==> config.mk <==
export PLATFORM = sky130hd
export DESIGN_NAME = mem_arbiter
export DESIGN_NICKNAME = d
export VERILOG_FILES = /design/src/rtl/mem_arbiter_pkg.sv /design/src/rtl/arb_watchdog.sv /design/src/rtl/mem_arbiter.sv
export SDC_FILE = /design/constraint.sdc
export NUM_CORES = 1
export LEC_CHECK = 0
export CELL_PAD_IN_SITES_DETAIL_PLACEMENT = 1
export CELL_PAD_IN_SITES_GLOBAL_PLACEMENT = 1
export CORE_AREA = 2 2 105 107
export DETAILED_ROUTE_END_ITERATION = 8
export DIE_AREA = 0 0 107 109
export DONT_BUFFER_PORTS = 1
export GPL_TIMING_DRIVEN = 0
export PLACE_DENSITY = 0.73
export SLEW_MARGIN = 20
export SYNTH_ARGS = -nofsm -noshare
export SYNTH_HDL_FRONTEND = slang
export SYNTH_HIERARCHICAL = 1
export SYNTH_SLANG_ARGS = --single-unit
==> constraint.sdc <==
create_clock -name CLK -period 5.5 [get_ports CLK]
set_input_delay 1.1 -clock CLK [delete_from_list [all_inputs] [get_ports CLK]]
set_output_delay 1.1 -clock CLK [all_outputs]
set_load 0.03 [all_outputs]
==> src/rtl/mem_arbiter_pkg.sv <==
// mem_arbiter_pkg: shared types and constants for the instruction/data RAM arbiter
package mem_arbiter_pkg;

    typedef enum logic [1:0] {FREE, BUSY, ACCESS, ERROR} ramstate_t;

    typedef enum logic [1:0] {IDLE, I_ACC, D_ACC} arb_state_t;

    localparam int ARB_STARVE_MAX = 4;
    localparam int ARB_TIMEOUT    = 15;

    // A RAM that reports FREE while we hold a strobe has not answered yet, so it counts as busy.
    function automatic logic is_busy(input ramstate_t s);
        return s == BUSY || s == FREE;
    endfunction

endpackage

==> src/rtl/arb_watchdog.sv <==
// arb_watchdog: saturating busy-cycle counter that pulses timeout on its last allowed cycle
module arb_watchdog #(
    parameter int MAX = 15
) (
    input  logic clk,
    input  logic rst_n,
    input  logic clr,
    input  logic en,
    output logic timeout
);

    localparam int W = $clog2(MAX + 1);
    localparam logic [W-1:0] LAST = W'(MAX - 1);

    logic [W-1:0] cnt;

    // Count busy cycles, holding at the last value until the owner clears.
    always_ff @(posedge clk or negedge rst_n) begin
        if (!rst_n) cnt <= '0;
        else if (clr) cnt <= '0;
        else if (en && cnt != LAST) cnt <= cnt + 1'b1;
    end

    assign timeout = en && cnt == LAST;

endmodule

==> src/rtl/mem_arbiter.sv <==
// mem_arbiter: shares one RAM port between instruction fetch and data memory, data first
module mem_arbiter
    import mem_arbiter_pkg::*;
#(
    parameter int ADDR_W     = 32,
    parameter int DATA_W     = 32,
    parameter int STARVE_MAX = ARB_STARVE_MAX,
    parameter int TIMEOUT    = ARB_TIMEOUT
) (
    input  logic              CLK,
    input  logic              nRST,
    input  logic              iREN,
    input  logic [ADDR_W-1:0] iaddr,
    output logic              iwait,
    output logic [DATA_W-1:0] iload,
    input  logic              dREN,
    input  logic              dWEN,
    input  logic [ADDR_W-1:0] daddr,
    input  logic [DATA_W-1:0] dstore,
    output logic              dwait,
    output logic [DATA_W-1:0] dload,
    output logic              ramREN,
    output logic              ramWEN,
    output logic [ADDR_W-1:0] ramaddr,
    output logic [DATA_W-1:0] ramstore,
    input  logic [DATA_W-1:0] ramload,
    input  ramstate_t         ramstate,
    output logic              err
);

    localparam int SW = $clog2(STARVE_MAX + 1);
    localparam logic [SW-1:0] SMAX = SW'(STARVE_MAX);

    arb_state_t        state, state_next;
    logic [ADDR_W-1:0] addr_q;
    logic [DATA_W-1:0] data_q;
    logic              wr_q;
    logic [SW-1:0]     starve_cnt;
    logic              d_req, in_acc, live, busy, done, timeout, fault, grant_d, wd_clr;

    assign d_req   = dREN | dWEN;
    assign in_acc  = state != IDLE;
    assign live    = (state == I_ACC) ? iREN : (state == D_ACC) ? d_req : 1'b0;
    assign busy    = live && is_busy(ramstate);
    assign done    = live && ramstate == ACCESS;
    assign grant_d = d_req && starve_cnt < SMAX;

    arb_watchdog #(.MAX(TIMEOUT)) u_wd (
        .clk     (CLK),
        .rst_n   (nRST),
        .clr     (wd_clr),
        .en      (busy),
        .timeout (timeout)
    );

    // Next state and all port/RAM outputs; strobes follow the live request so a drop releases the RAM at once.
    always_comb begin
        fault      = live && (ramstate == ERROR || timeout);
        state_next = !in_acc ? (grant_d ? D_ACC : iREN ? I_ACC : IDLE)
                   : (!live || done || fault) ? IDLE : state;
        wd_clr     = state_next != state;
        ramREN     = live && !wr_q;
        ramWEN     = live && wr_q;
        ramaddr    = in_acc ? addr_q : '0;
        ramstore   = in_acc ? data_q : '0;
        iwait      = !(state == I_ACC && (done || fault));
        dwait      = !(state == D_ACC && (done || fault));
        iload      = (state == I_ACC && done) ? ramload : '0;
        dload      = (state == D_ACC && done && !wr_q) ? ramload : '0;
        err        = fault;
    end

    // State register.
    always_ff @(posedge CLK or negedge nRST) begin
        if (!nRST) state <= IDLE;
        else state <= state_next;
    end

    // Capture the winning port's address, write data and op type at grant time.
    always_ff @(posedge CLK or negedge nRST) begin
        if (!nRST) begin
            addr_q <= '0;
            data_q <= '0;
            wr_q   <= 1'b0;
        end else if (!in_acc && state_next != IDLE) begin
            addr_q <= grant_d ? daddr : iaddr;
            data_q <= grant_d ? dstore : '0;
            wr_q   <= grant_d && dWEN;
        end
    end

    // Count data completions that overtook a waiting fetch; reaching the limit hands the next slot to fetch.
    always_ff @(posedge CLK or negedge nRST) begin
        if (!nRST) starve_cnt <= '0;
        else if (!iREN || (state == I_ACC && done)) starve_cnt <= '0;
        else if (state == D_ACC && done && starve_cnt < SMAX) starve_cnt <= starve_cnt + 1'b1;
    end

endmodule
==> results.yml <==
worst_setup_path:
  rrSetupSlack_ps: 2690
  r2r_end: "u_wd/cnt[0]$_DFFE_PN0P_"
  worstPathCellList: "and3b_1 > buf_2 > a21oi_2 > nor2_1 > and4_2 > o21ai_0"
  critPathKind: "input port to output pin"
  crit_fanout: 8
  end_kind: "output pin"
  rr_worst_depth: 10
  startpoint: "iREN"
  cp-endpoint: "iwait"
  cp.required_ps: 4400
  max_stage_delay_ps: 750
  critPathTopFamily: "compound AO/OA/AOI/OAI gates"
  reg2reg_from: "state[1]$_DFF_PN0_"
  slowest_stage: "o21ai_0"
  cp_data_arrival_time_ps: 2820
  worstSetupPathDepth: 6
  worst-path-buf-inv: 1
  start_kind: "input port"
global_route:
  grt_usage_pct: 20.45
  grt_antenna_before_repair: 0
  grt_start_max_net_pins: 75
  grt_overflow: 0
  grt_pass1_wl_um: 18060
  grt_pass1_vias: 3303
cts:
  cts_max_level: 3
  clockRootBuffer: "clkbuf_8"
  clk_path_buf_depth: 2
  cts_resized: 0
  cts_buffers: 9
  cts_tree: "built"
  clk_pin_slew_ps: 80
  cts_setup_buffers: 0
  hold_buffers: 0
  cts_sinks: 74
  worstSkewPairLatency_ps: 350
detailed_routing:
  drtAntennaViolNets: 0
  vias: 3249
  routed_wl_um: 12390
  wire_per_inst_um: 21.48
  via_per_inst: 5.631
  drt_pass1_iterations: 4
  initialDrtViolationCount: 104
  drc_errors: 0
placed_design:
  dp.cells: 561
  hpwl_um: 9514
  port_buffers: 0
  gp_congestion: 0.7323
outcome:
  status: "completed"
final_layout:
  final_nets: 570
  syn_to_final_growth_pct: 9.844
  nFillCells: 1243
  drive_above_1_share_pct: 10.76
  n_antenna_cell: 0
  finalNonFillerCells: 577
  final_core_util_pct: 42.53
sta:
  finalHoldViolations: 0
  skew_ps: 11.20
  rsz0062_at_grt: "false"
  relSlewSlack_pct: 36.10
  worstMarginPinSlew_ps: 948.5
  setup_violations: 0
  period_minus_slack_ps: 3923
  timing.setup.tns_ps: 0
  finalCritPeriodShare_pct: 71.33
  slew_viol_final: 0
  max_freq_ghz: 0.2549
worst_hold_path:
  hold_class: "input port to asynchronous set/reset pin"
run:
  drv_cap: 0
synthesis:
  yosys-top-cells-area: "dfrtp_1, nor2b_1, mux2i_1"
  synth.ff_latch_count: 74
  synth.avg_cell_area_um2: 9.751
  syn-num-nets: 559
  yosys.area.top_type_share_pct: 45.11
  synth.cell_area_um2: 4105
  yosysSeqAreaShare_pct: 45.11
  synth_area_leader_cell: "dfrtp_1"
  yosysWarnings: 6
  netlist-cell-type-count: 39
  synthCells: 421
pwr:
  cellPowerDensity_nw_per_um2: 592.7
  p_leak_nw: 2.218
  finalPower_mw: 2.673
  max-vdd-ir-drop_v: 0.0002440
die:
  chipWidth_um: 107
  initial_utilization_pct: 38.72
  num_rows: 38
  dieArea_um2: 11660
  die_y_um: 109
  io_pins: 268
  core_area_um2: 10600
[how the worst min path moves through the flow]
stage,slack (ps),start,cells after the start,end
after global routing,410,nRST,0,data_q[10]$_DFFE_PN0P_
after floorplan,440,addr_q[0]$_DFFE_PN0P_,2,addr_q[0]$_DFFE_PN0P_
after global placement,460,addr_q[0]$_DFFE_PN0P_,2,addr_q[0]$_DFFE_PN0P_
after detailed placement,460,addr_q[20]$_DFFE_PN0P_,2,addr_q[20]$_DFFE_PN0P_
after CTS,420,nRST,0,data_q[10]$_DFFE_PN0P_
final,440,nRST,0,data_q[10]$_DFFE_PN0P_
[sequential cells by signal, summed over array words and instances (netlist names)]
| signal | count |
|---|---|
| addr_q | 32 |
| data_q | 32 |
| starve_cnt | 3 |
| state | 2 |
| u_wd/cnt | 4 |
| wr_q | 1 |
[where the power goes]
part / total (mW) / switching (mW) / internal (mW)
Sequential: 0.903 / 0.123 / 0.780
Clock: 0.488 / 0.208 / 0.281
Combinational: 1.28 / 0.940 / 0.341
Total: 2.67 / 1.27 / 1.40
[Yosys cell counts, drive strengths merged]
cell and n:
a41oi 1, buf 19, and2 32, mux2 2, nand4 1, nor2 11
nand4b 1, a31oi 1, ha 3, xor2 1, inv 3, o21ba 2
o21ai 37, dfrtp 74, a21o 1, o211ai 1, a211oi 1, and3 32
mux2i 33, clkbuf 17, a22o 33, nor3b 1, nor2b 67, nand3 2
nor3 4, and4 1, o21bai 1, and3b 1, a21oi 4, nand2 34
[through the flow]
stage          hold slack [ps]  instance area [um^2]  setup WS (ps)
3_3_place_gp             455.0                  4280           1586
3_5_place_dp             462.8                  4280           1572
2_1_floorplan            442.2                  4105           1775
6_report                 437.1                  4509           1577
5_1_grt                  407.7                  4509           1467
4_1_cts                  420.1                  4509           1572
[metal layers]
layer	wire (um)	vias to the layer above	GRT usage, %
li1	-	1465	-
met1	4713	1623	23.57
met2	6742	149	37.85
met3	806	12	5.260
met4	131	0	5.102
met5	0	-	0
[cells by family (layout without fill, tap and decap cells)]
group                      count (synthesis)  after routing  synth area share [%]
and+or+nand+nor                          187            187                 25.94
buffers and inverters                     39             55                 4.694
adders and majority gates                  3              3                0.9145
xor gates and xnor gates                   1              1                0.2134
DFF                                       74             74                 45.11
AOI/OAI and AO/OA                         82             82                 14.36
muxes                                     35             35                 8.778
[cells in the final DEF, fill, tap and decap left out, types with 2 or more instances in the layout]
| cell | synthesis | layout |
|---|---|---|
| buf_2 | 13 | 13 |
| a22o_1 | 33 | 33 |
| nor2b_1 | 67 | 67 |
| and3_1 | 32 | 32 |
| a21oi_1 | 3 | 3 |
| and2_1 | 32 | 32 |
| dfrtp_1 | 74 | 74 |
| o21ai_1 | 2 | 2 |
| clkbuf_1 | 13 | 14 |
| buf_4 | 6 | 6 |
| mux2_4 | 2 | 2 |
| clkbuf_8 | 0 | 11 |
| clkbuf_2 | 3 | 3 |
| nor3_1 | 3 | 3 |
| bufinv_16 | 0 | 2 |
| nand3_1 | 2 | 2 |
| mux2i_1 | 33 | 33 |
| nor2_1 | 11 | 11 |
| o21ai_0 | 34 | 34 |
| nand2_1 | 34 | 34 |
| inv_1 | 2 | 2 |
| ha_1 | 3 | 3 |
[worst reg2reg max path: stages, from the launching register on]
cell     delay (ps)
dfrtp_1         360
buf_2           180
and3b_1         220
buf_2           190
a21oi_2          90
nor2_1          270
and4_2          340
nor3_1           80
o21ai_0         540
nor2_1          140
mux2_4          290
[layout make-up]
cell class | instances | area, um^2 | share of cell area, %
Multi-Input combinational cell | 308 | 2061 | 45.70
Buffer | 36 | 181.4 | 4.023
Tap cell | 140 | 175.2 | 3.885
Inverter | 3 | 11.26 | 0.2497
Clock buffer | 12 | 155.1 | 3.441
Clock inverter | 4 | 73.82 | 1.637
Sequential cell | 74 | 1852 | 41.07
No activity file was read; power rests on OpenSTA's default activity.
